$ cat src/rtl/mdu_seq.sv
// mdu_seq: iterative MULTU/DIVU sequencer for the pipelined MIPS core.
// It uses the shared external 32-bit ALU for one add or subtract step per
// cycle, runs 32 iterations, and then commits a 64-bit result to HI/LO.
// Build option: define MDU_DIV_EN to include the restoring-divide path.
// When MDU_DIV_EN is undefined, a start request with op=1 is dropped.
//
// state  | meaning
// -------+-----------------------------------------------------------
// S_IDLE | no operation in flight; accepts start
// S_RUN  | 32 iterations, one ALU step per cycle
// S_DONE | HI/LO just written (done pulse); accepts back-to-back start
module mdu_seq (
    input  logic        clk,
    input  logic        reset,
    input  logic        start,
    input  logic        op,
    input  logic [31:0] src_a,
    input  logic [31:0] src_b,
    output logic [31:0] alu_a,
    output logic [31:0] alu_b,
    output logic [2:0]  alu_cont,
    input  logic [31:0] alu_result,
    output logic        busy,
    output logic        done,
    output logic [31:0] hi,
    output logic [31:0] lo
);

    localparam logic [2:0] ALU_ADD = 3'b010;
`ifdef MDU_DIV_EN
    localparam logic [2:0] ALU_SUB = 3'b110;
`endif

    typedef enum logic [1:0] {
        S_IDLE = 2'd0,
        S_RUN  = 2'd1,
        S_DONE = 2'd2
    } state_t;

    state_t      state;
    state_t      state_next;

    logic [4:0]  iter_cnt;
    logic        last_iter;
    logic        start_ok;
    logic        accept;

    // Working registers: work_hi/work_lo hold P_hi/P_lo (multiply) or
    // R/Q (divide); work_m holds the multiplicand or the divisor.
    logic [31:0] work_hi;
    logic [31:0] work_lo;
    logic [31:0] work_m;
    logic [31:0] work_hi_next;
    logic [31:0] work_lo_next;
    logic        carry;

`ifdef MDU_DIV_EN
    logic        op_div;
    logic [31:0] rem_shift;
    logic        out_bit;
    logic        div_take;

    assign start_ok  = start;
    assign rem_shift = {work_hi[30:0], work_lo[31]};
    assign out_bit   = work_hi[31];
    // out_bit set means the true 33-bit partial remainder is >= 2^32 > D.
    assign div_take  = out_bit || (rem_shift >= work_m);
`else
    assign start_ok  = start && !op;
`endif

    assign last_iter = (iter_cnt == 5'd31);

    // State register.
    always_ff @(posedge clk) begin
        if (reset) begin
            state <= S_IDLE;
        end else begin
            state <= state_next;
        end
    end

    // Next-state logic and the accept strobe.
    always_comb begin
        state_next = state;
        accept     = 1'b0;
        case (state)
            S_IDLE: begin
                if (start_ok) begin
                    accept     = 1'b1;
                    state_next = S_RUN;
                end
            end
            S_RUN: begin
                if (last_iter) begin
                    state_next = S_DONE;
                end
            end
            S_DONE: begin
                if (start_ok) begin
                    accept     = 1'b1;
                    state_next = S_RUN;
                end else begin
                    state_next = S_IDLE;
                end
            end
            default: begin
                state_next = S_IDLE;
            end
        endcase
    end

    // Registered status flags: busy follows the next state; done marks the commit edge.
    always_ff @(posedge clk) begin
        if (reset) begin
            busy <= 1'b0;
            done <= 1'b0;
        end else begin
            busy <= (state_next == S_RUN);
            done <= (state == S_RUN) && last_iter;
        end
    end

    // ALU operand/control drive; idle values are used whenever not running.
    always_comb begin
        alu_a    = '0;
        alu_b    = '0;
        alu_cont = ALU_ADD;
        if (state == S_RUN) begin
`ifdef MDU_DIV_EN
            if (op_div) begin
                alu_a    = rem_shift;
                alu_b    = work_m;
                alu_cont = ALU_SUB;
            end else begin
                alu_a    = work_hi;
                alu_b    = work_m;
            end
`else
            alu_a = work_hi;
            alu_b = work_m;
`endif
        end
    end

    // Single iteration step computed from the ALU result.
    always_comb begin
        // A wrap on the add shows up as a result smaller than an operand.
        carry = (alu_result < work_hi);
        if (work_lo[0]) begin
            work_hi_next = {carry, alu_result[31:1]};
            work_lo_next = {alu_result[0], work_lo[31:1]};
        end else begin
            work_hi_next = {1'b0, work_hi[31:1]};
            work_lo_next = {work_hi[0], work_lo[31:1]};
        end
`ifdef MDU_DIV_EN
        if (op_div) begin
            if (div_take) begin
                work_hi_next = alu_result;
                work_lo_next = {work_lo[30:0], 1'b1};
            end else begin
                work_hi_next = rem_shift;
                work_lo_next = {work_lo[30:0], 1'b0};
            end
        end
`endif
    end

    // Working registers and iteration counter: load on accept, step while running.
    always_ff @(posedge clk) begin
        if (reset) begin
            work_hi  <= '0;
            work_lo  <= '0;
            work_m   <= '0;
            iter_cnt <= '0;
`ifdef MDU_DIV_EN
            op_div   <= 1'b0;
`endif
        end else if (accept) begin
            work_hi  <= '0;
            iter_cnt <= '0;
`ifdef MDU_DIV_EN
            op_div   <= op;
            work_lo  <= op ? src_a : src_b;
            work_m   <= op ? src_b : src_a;
`else
            work_lo  <= src_b;
            work_m   <= src_a;
`endif
        end else if (state == S_RUN) begin
            work_hi  <= work_hi_next;
            work_lo  <= work_lo_next;
            iter_cnt <= iter_cnt + 5'd1;
        end
    end

    // HI/LO commit on the final iteration; they hold otherwise.
    always_ff @(posedge clk) begin
        if (reset) begin
            hi <= '0;
            lo <= '0;
        end else if ((state == S_RUN) && last_iter) begin
            hi <= work_hi_next;
            lo <= work_lo_next;
        end
    end

endmodule

$ cat config.mk
export PLATFORM = sky130hd
export DESIGN_NAME = mdu_seq
export DESIGN_NICKNAME = d
export VERILOG_FILES = /design/src/rtl/mdu_seq.sv
export SDC_FILE = /design/constraint.sdc
export NUM_CORES = 1
export LEC_CHECK = 0
export ABC_CLOCK_PERIOD_IN_PS = 2500
export CORE_MARGIN = 10
export CORE_UTILIZATION = 40
export DETAILED_ROUTE_END_ITERATION = 10
export PLACE_DENSITY = 0.75
export SKIP_CTS_REPAIR_TIMING = 1
export SLEW_MARGIN = 20
export SYNTH_ARGS = -nofsm -noshare
export SYNTH_HDL_FRONTEND = slang
export SYNTH_SLANG_ARGS = --single-unit
$ cat constraint.sdc
create_clock -name clk -period 2.5 [get_ports clk]
set_input_delay 0.5 -clock clk [delete_from_list [all_inputs] [get_ports clk]]
set_output_delay 0.5 -clock clk [all_outputs]
set_load 0.01 [all_outputs]
==> qor.yml, run 1 <==
status:
  outcome: "complete, no violations"
final_layout:
  multi_input_area_sq_mm: 0.00356
  num-fill-cells: 1647
  ff_latch_area_sq_mm: 0.00339
  area_delta_synth_final_pct: 43.5
  instances_no_fill: 1334
  nets: 1226
  drive_above_1_share_pct: 5.70
  n_antenna_cell: 0
global_routing:
  overflow: 0
  grt_max_degree: 105
  gr-usage-all-layers_pct: 17.6
  grt_first_pass_wirelength_um: 35400
  grt_pass1_vias: 6634
  grt_antenna_before_repair: 0
placed_design:
  place_inst: 1302
  post-dp-hpwl_um: 15800
  gp_congestion: 0.831
  place_ws_ns: -0.0966
  io_buffer_count: 229
die:
  rows: 49
  die_area_sq_mm: 0.0242
  coreArea_sq_mm: 0.0180
  die_x_um: 156
  die_h_um: 156
  initial_core_util_pct: 40.8
  io_pins: 233
yosys:
  syn_inst: 894
  synthTopCellsByArea: "dfxtp_1 (46%), nand2_1 (8.7%), a21oi_1 (7.3%)"
  async_reset_ff_share_pct: 0
  synth_area_per_cell_sq_um: 8.22
  synth_top_family_by_area: "simple AND/OR/NAND/NOR gates"
  synth_area_leader_cell: "dfxtp_1"
  synth_fa_ha_area_share_pct: 5.62
  ys_ff_latch: 169
  synth_top_area_share_pct: 46.0
  synth_warnings: 0
  synth-compound-area-share_pct: 18.6
  syn-cell-area_sq_mm: 0.00735
  ys_seq_area_share_pct: 46.0
  synthSimpleGateAreaFrac_pct: 19.1
  ys.flop_type: "dfxtp_1"
  synth_xor_area_share_pct: 0.358
  synth_cell_types: 40
  synth_mux_area_share_pct: 4.36
  synth_edf_count: 0
timing:
  worstMarginPinSlew_ns: 0.512
  fmax_mhz: 422
  drv_slew: 0
  relSlewSlack_pct: 65.8
  period_share_pct: 94.8
  min_period_ns: 2.37
  final_hold_viol_count: 0
  fin_ws_ns: 0.130
  finClkSkew_ns: 0.00808
  setup-violations-final: 0
  rsz0062_at_grt: "false"
setup_path:
  cp-start-kind: "flip-flop"
  path_max_fanout: 18
  r2r_cells: 8
  cpPeakStageDelay_ns: 0.56
  worst_path_dominant_cell_family: "buffers and inverters"
  end_kind: "output port"
  crit_required_ns: 2.00
  cp_data_arrival_time_ns: 1.87
  critPathKind: "reg2out"
  cp_slowest_cell: "clkdlybuf4s50_1"
  crit_buf_inv: 2
  regToRegSetupSlack_ns: 0.42
  rr_startpoint: "work_hi[2]"
  startpoint: "state[0]"
  path_cells: "nor2b_4, buf_6, and2_1, clkdlybuf4s50_1"
  reg2reg_to: "hi[31]"
clocking:
  cts.htree.levels: 4
  numCtsBuffers: 17
  clock_sinks: 169
  insertion_delay_ns: 0.42
  cts_buffer_depth: 2
  cts_root_buffer: "clkbuf_16"
  clkTransAtPathRegs_ns: 0.07
  cts_tree: "built"
route:
  drtPass1Iterations: 5
  drtIter0Drc: 252
  via_per_inst: 5.14
  vias: 6851
  routed_wl_um: 22100
  wire_per_inst_um: 16.6
  ant_nets: 0
  drc: 0
min_path:
  hold_path.class: "reg2reg"
  hp-start: "work_m[25]"
  min_to: "work_m[25]"
  whs_path_depth: 2
power:
  peakVddDrop_uv: 513
  p_leak_nw: 3.67
  powerDensity_mw_per_mm2: 618
run:
  cap_violations: 0
==> layout by cell type, fill, tap and decap left out, types with 5 or more instances in the layout <==
cell type          n
a211oi_1          64
inv_1             31
buf_4             17
mux2i_1           32
dfxtp_1          167
nand4_1            6
clkbuf_16         17
a22oi_1           31
ha_1              33
and2_1            33
nor2_1           107
bufinv_16          5
nand2_1          170
a21oi_1          107
buf_12             5
clkdlybuf4s50_1  225
==> kinds of logic after synthesis <==
group	count (synthesis)
muxes	32
other	2
and+or+nand+nor	335
AOI/OAI and AO/OA	216
DFF	169
xor gates and xnor gates	3
buffers and inverters	104
adders and majority gates	33
==> synthesized netlist by cell type, types with 2 or more instances <==
library cell and instances:
inv_1 31, buf_2 20, buf_4 3, dfxtp_1 169, nand2b_1 4, o21ai_0 3
nand4_1 6, nor2_1 108, xor2_1 2, o311a_1 2, mux2i_1 32, a211oi_1 64
a21oi_1 107, ha_1 33, nand3_1 3, a22oi_1 31, nor3_1 2, clkbuf_1 40
nand2_1 170, and2_1 34, conb_1 2, buf_1 10
==> power by group <==
part | total, W | internal (W) | switching (W) | leakage, nW
Combinational | 0.000746 | 0.000357 | 0.000389 | 1.98
Clock | 0.00293 | 0.00181 | 0.00112 | 0.318
Sequential | 0.00284 | 0.00278 | 0.0000577 | 1.37
==> worst min-delay path: stages (launching register included) <==
cell and delay (ns):
dfxtp_1 0.30, nand2_1 0.05, a21oi_1 0.05
==> metrics by stage <==
| step | power (W) | hold WS [ns] | setup TNS (ns) | area (sq um) | utilization, % |
|---|---|---|---|---|---|
| 2_1_floorplan | 0.00330 | 0.432 | 0 | 7350 | - |
| 3_3_place_gp | 0.00362 | 0.436 | -0.0796 | 9870 | 54.7 |
| 3_5_place_dp | 0.00364 | 0.442 | -0.145 | 9870 | 54.7 |
| 4_1_cts | 0.00659 | 0.450 | -2.55 | 10500 | 58.4 |
| 5_1_grt | 0.00679 | 0.469 | 0 | 10500 | 58.5 |
| 6_report | 0.00651 | 0.448 | 0 | 10500 | 58.5 |
==> how the worst max path moves through the flow <==
| stage | end | slack (ns) | cells after the start |
|---|---|---|---|
| floorplan | hi[31] | 0.54 | 7 |
| finish | alu_b[28] | 0.13 | 4 |
| global placement | hi[31] | -0.08 | 8 |
| CTS | alu_b[11] | -0.12 | 4 |
| global route | alu_b[10] | 0.01 | 4 |
| detailed placement | hi[31] | -0.1 | 8 |
==> sequential cells by signal (all words and copies together) (netlist names) <==
signal / count
done: 1
iter_cnt: 5
busy: 1
work_m: 32
lo: 32
state: 2
hi: 32
work_hi: 32
work_lo: 32
==> per-layer routing <==
layer / routed length [um] / track usage [%]
met1: 9430 / 21.8
met2: 10100 / 27.2
met3: 2140 / 8.08
met4: 396 / 4.86
met5: 0 / 0
==> final cells by class <==
class                   count  share of cell area (%)
clock buffers              18                    4.16
clock inverters            13                    2.04
inverters                  31                    1.10
multi-input cells         622                    33.8
flip-flops and latches    169                    32.1
well taps                 229                    2.72
repair buffers            252                    24.1
No activity file was read; power rests on OpenSTA's default activity.
==> run 2: changes to the inputs <==
--- a/config.mk
+++ b/config.mk
@@ -8,8 +8,10 @@
 export ABC_CLOCK_PERIOD_IN_PS = 2500
 export CORE_MARGIN = 10
 export CORE_UTILIZATION = 40
+export CTS_CLUSTER_DIAMETER = 200
 export DETAILED_ROUTE_END_ITERATION = 10
-export PLACE_DENSITY = 0.75
+export DONT_BUFFER_PORTS = 1
+export PLACE_DENSITY = 0.58
 export SKIP_CTS_REPAIR_TIMING = 1
 export SLEW_MARGIN = 20
 export SYNTH_ARGS = -nofsm -noshare
==> run 2 against run 1 <==
  * Sequential cell count unchanged
  * Maximum frequency up 6.4%
  * Die area unchanged
  * Wire length down 7.5%
  * Core utilization down 14 points
  * Register-to-register slack better by 0.09 ns
  * Total power down 11%
  * Clock power down 16%
  * Via count down 16%
  * Final cell count down 17%
  * Largest cell class unchanged
  * Highest routed layer unchanged
==> qor.yml, run 2 (synthesis gave the netlist of run 1 again) <==
setup_path:
  cp-start-kind: "flip-flop"
  cp_data_arrival_time_ns: 1.73
  startpoint: "state[0]"
  path_cells: "nor2b_4, buf_4, and2_1"
  crit_buf_inv: 1
  reg2reg_to: "hi[31]"
  critPathKind: "reg2out"
  cpPeakStageDelay_ns: 0.44
  cp.depth: 3
  path_max_fanout: 38
  regToRegSetupSlack_ns: 0.51
  cp_slowest_cell: "dfxtp_1"
  worst_path_dominant_cell_family: "simple AND/OR/NAND/NOR gates"
  crit_required_ns: 2.00
  rr_startpoint: "work_hi[2]"
  end_kind: "output port"
  r2r_cells: 8
  crit_end: "alu_b[26]"
die:
  io_pins: 233
  rows: 49
  die_x_um: 156
  die_area_sq_mm: 0.0242
  coreArea_sq_mm: 0.0180
  die_h_um: 156
  initial_core_util_pct: 40.8
power:
  powerDensity_mw_per_mm2: 716
  peakVddDrop_uv: 455
  p_leak_nw: 2.71
route:
  routed_wl_um: 20500
  vias: 5788
  wire_per_inst_um: 18.5
  drc: 0
  ant_nets: 0
  drtPass1Iterations: 4
  drtIter0Drc: 276
  via_per_inst: 5.24
placed_design:
  post-dp-hpwl_um: 14200
  gp_congestion: 0.781
  io_buffer_count: 0
global_routing:
  grt_antenna_before_repair: 0
  grt_first_pass_wirelength_um: 32700
  gr-usage-all-layers_pct: 16.6
  grt_max_degree: 135
  grt_pass1_vias: 5824
  overflow: 0
timing:
  relSlewSlack_pct: 68.6
  final_hold_viol_count: 0
  timing.setup.tns_ns: 0
  drv_slew: 0
  rsz0062_at_grt: "false"
  finClkSkew_ns: 0.00842
  min_period_ns: 2.23
  fin_hold_ws_ns: 0.145
  period_share_pct: 89.1
  setup-violations-final: 0
  worstMarginPinSlew_ns: 0.458
  fmax_mhz: 449
final_layout:
  n_antenna_cell: 0
  final_cell_mix: "nand2_1 (170), dfxtp_1 (168), nor2_1 (107), a21oi_1 (107), a211oi_1 (64)"
  utilization_pct: 44.9
  area_delta_synth_final_pct: 10.2
  nets: 995
  final_common_cell: "nand2_1"
  num-fill-cells: 1860
  drive_above_1_share_pct: 6.74
clocking:
  clkTransAtPathRegs_ns: 0.07
  clock_sinks: 169
  cts_root_buffer: "clkbuf_16"
  cts_tree: "built"
  cts_buffer_depth: 2
  insertion_delay_ns: 0.42
  cts.htree.levels: 4
  numCtsBuffers: 17
min_path:
  hold_path.class: "in2reg"
  whs_path_depth: 1
status:
  outcome: "complete, no violations"
run:
  cap_violations: 0
-- run 2: how the worst min path moves through the flow --
stage          startpoint          to  slack (ns)
6_report            reset      hi[12]        0.15
2_1_floorplan   work_m[0]   work_m[0]        0.43
4_1_cts             reset       hi[7]        0.13
3_5_place_dp   work_m[12]  work_m[12]        0.44
5_1_grt             reset      hi[12]        0.12
3_3_place_gp   work_m[18]  work_m[18]        0.43
-- run 2: area by class of cell --
class | count | area, sq um | share of cell area [%]
sequential | 169 | 3380 | 41.8
multi-input combinational | 622 | 3560 | 44.0
inverter | 31 | 116 | 1.44
clock buffer | 19 | 433 | 5.34
clock inverter | 13 | 109 | 1.34
tap | 229 | 287 | 3.54
timing repair buffer | 21 | 208 | 2.56
-- run 2: report_power, final --
| part | total (W) | internal, W | leakage (nW) | switching, W |
|---|---|---|---|---|
| clock | 0.00246 | 0.00130 | 0.263 | 0.00116 |
| sequential | 0.00284 | 0.00278 | 1.37 | 0.0000624 |
| combinational | 0.000490 | 0.000186 | 1.08 | 0.000304 |
| total | 0.00580 | 0.00427 | 2.71 | 0.00153 |
-- run 2: stage by stage --
step | std cells | worst slack (ns) | area [sq um] | total power, W
floorplan | 895 | 0.543 | 7350 | 0.00330
global placement | 1072 | 0.434 | 7560 | 0.00339
detailed placement | 1072 | 0.421 | 7560 | 0.00340
CTS | 1104 | 0.201 | 8100 | 0.00588
global route | 1104 | 0.135 | 8100 | 0.00608
finish | 1104 | 0.273 | 8100 | 0.00580
-- run 2: layer usage --
layer / vias to the layer above / global-route usage, % / wire (um) / part of all wire (%)
met5: - / 0 / 0 / 0
met2: 160 / 25.9 / 9520 / 47
met1: 2649 / 20.4 / 8720 / 43
met3: 13 / 7.33 / 2010 / 9.8
li1: 2966 / - / - / -
met4: 0 / 4.23 / 201 / 0.98
==> run 3: changes to the inputs <==
--- a/config.mk
+++ b/config.mk
@@ -6,7 +6,7 @@
 export NUM_CORES = 1
 export LEC_CHECK = 0
 export ABC_CLOCK_PERIOD_IN_PS = 2500
-export CORE_MARGIN = 10
+export CORE_MARGIN = 1
 export CORE_UTILIZATION = 40
 export CTS_CLUSTER_DIAMETER = 200
 export DETAILED_ROUTE_END_ITERATION = 10
==> run 3 against run 2 <==
  * Via count grew 0.78%
  * Sequential cell count unchanged
  * Worst hold slack improved by 0.0045 ns
  * Clock power up 11%
  * Wire length down 11%
  * Final area rose by 0.60%
  * Clock-buffer cell count down 2
  * Highest routed layer unchanged
  * Largest cell class unchanged
  * Global-route usage increased by 2.6 points
  * Sequential power barely moved
  * Combinational power barely moved
==> qor.yml, run 3 (synthesis gave the netlist of run 1 again) <==
power:
  pwr-share-seq_pct: 46.8
  p_clk_share_pct: 45.1
  powerDensity_mw_per_mm2: 743
  p_sw_w: 0.00157
  internal_power_w: 0.00449
  sw_frac_of_total_pct: 25.9
  peakVddDrop_uv: 439
  p_leak_nw: 2.74
  p_comb_share_pct: 8.1
route:
  ant_nets: 0
  wire_per_inst_um: 16.4
  drtPass1Iterations: 5
  drtIter0Drc: 256
  routed_wl_um: 18200
  drc: 0
  vias: 5833
  via_per_inst: 5.28
setup_path:
  cp-start-kind: "flip-flop"
  crit_required_ns: 2.00
  cp_data_arrival_time_ns: 1.72
  rr_startpoint: "work_hi[2]"
  cp_slowest_cell: "dfxtp_1"
  path_cells: "nor2b_4, buf_4, and2_1"
  startpoint: "state[0]"
  path_max_fanout: 28
  end_kind: "output port"
  critPathKind: "reg2out"
  cpPeakStageDelay_ns: 0.41
clocking:
  cts_buffer_depth: 2
  clock_sinks: 169
  numCtsBuffers: 17
  cts_root_buffer: "clkbuf_16"
  clkTransAtPathRegs_ns: 0.07
  cts.htree.levels: 4
  insertion_delay_ns: 0.42
  cts_tree: "built"
status:
  outcome: "complete, no violations"
placed_design:
  place_area_sq_mm: 0.00753
  io_buffer_count: 0
  place_inst: 1072
  gp_congestion: 0.810
  post-dp-hpwl_um: 12200
timing:
  period_share_pct: 88.7
  drv_slew: 0
  rsz0062_at_grt: "false"
  worstMarginPinSlew_ns: 0.562
  final_hold_viol_count: 0
  min_period_ns: 2.22
  relSlewSlack_pct: 62.5
  setup-violations-final: 0
  fmax_mhz: 451
  finClkSkew_ns: 0.0116
  timing.setup.tns_ns: 0
global_routing:
  grt_max_degree: 135
  overflow: 0
  gr-usage-all-layers_pct: 19.2
  grt_first_pass_wirelength_um: 28200
  grt_pass1_vias: 5505
  grt_antenna_before_repair: 0
final_layout:
  nets: 995
  instances_no_fill: 1104
  n_antenna_cell: 0
  finish.instance_area_sq_mm: 0.00815
  drive_above_1_share_pct: 6.97
  utilization_pct: 45.4
  final_common_cell: "nand2_1"
  num-fill-cells: 1810
  area_delta_synth_final_pct: 10.9
  final_cell_mix: "nand2_1 (170), dfxtp_1 (168), nor2_1 (107), a21oi_1 (107), a211oi_1 (64)"
die:
  die_x_um: 138
  io_pins: 233
  initial_core_util_pct: 40.9
  rows: 49
  die_area_sq_mm: 0.0189
  die_h_um: 138
  coreArea_sq_mm: 0.0180
min_path:
  hold_path.class: "in2reg"
  hp-start: "reset"
run:
  cap_violations: 0
-- run 3: final cells by class --
type                       instances  area (sq um)  share of cell area, %
multi-input combinational        622          3560                   43.7
sequential                       169          3380                   41.5
clock buffer                      17           425                   5.22
tap                              229           287                   3.52
clock inverter                    15           190                   2.33
timing repair buffer              21           183                   2.24
inverter                          31           116                   1.43
-- run 3: layer usage --
layer  GRT usage (%)  part of all wire (%)
met1            24.1                    45
met2            30.9                    46
met3            6.11                   7.7
met4            6.17                   1.1
met5               0                     0
-- run 3: path summary, 6_finish.rpt --
kind | end | slack (ns) | depth (start not counted)
hold reg to reg | work_m[24] | 0.45 | 2
setup reg to reg | hi[31] | 0.53 | 8
hold / removal | hi[13] | 0.15 | 1
setup / recovery | alu_b[8] | 0.28 | 3
-- run 3: metrics by stage --
step	worst slack [ns]	hold WS [ns]	power, W
2_1_floorplan	0.543	0.432	0.00330
4_1_cts	0.230	0.131	0.00615
3_5_place_dp	0.429	0.438	0.00339
5_1_grt	0.157	0.127	0.00632
3_3_place_gp	0.472	0.434	0.00339
6_report	0.282	0.150	0.00606
-- run 3: power by group through the flow --
stage	registers, W	clock network (W)	logic, W
floorplan	0.00288	0	0.000413
global placement	0.00290	0	0.000493
detailed placement	0.00290	0	0.000495
CTS	0.00284	0.00282	0.000498
global route	0.00285	0.00291	0.000565
finish	0.00284	0.00273	0.000491
-- run 3: worst max-delay path, delay by kind of cell (launching register included) --
family	cells	cell delay [ns]
and+or+nand+nor	2	0.56
DFF	1	0.41
buffers and inverters	1	0.32
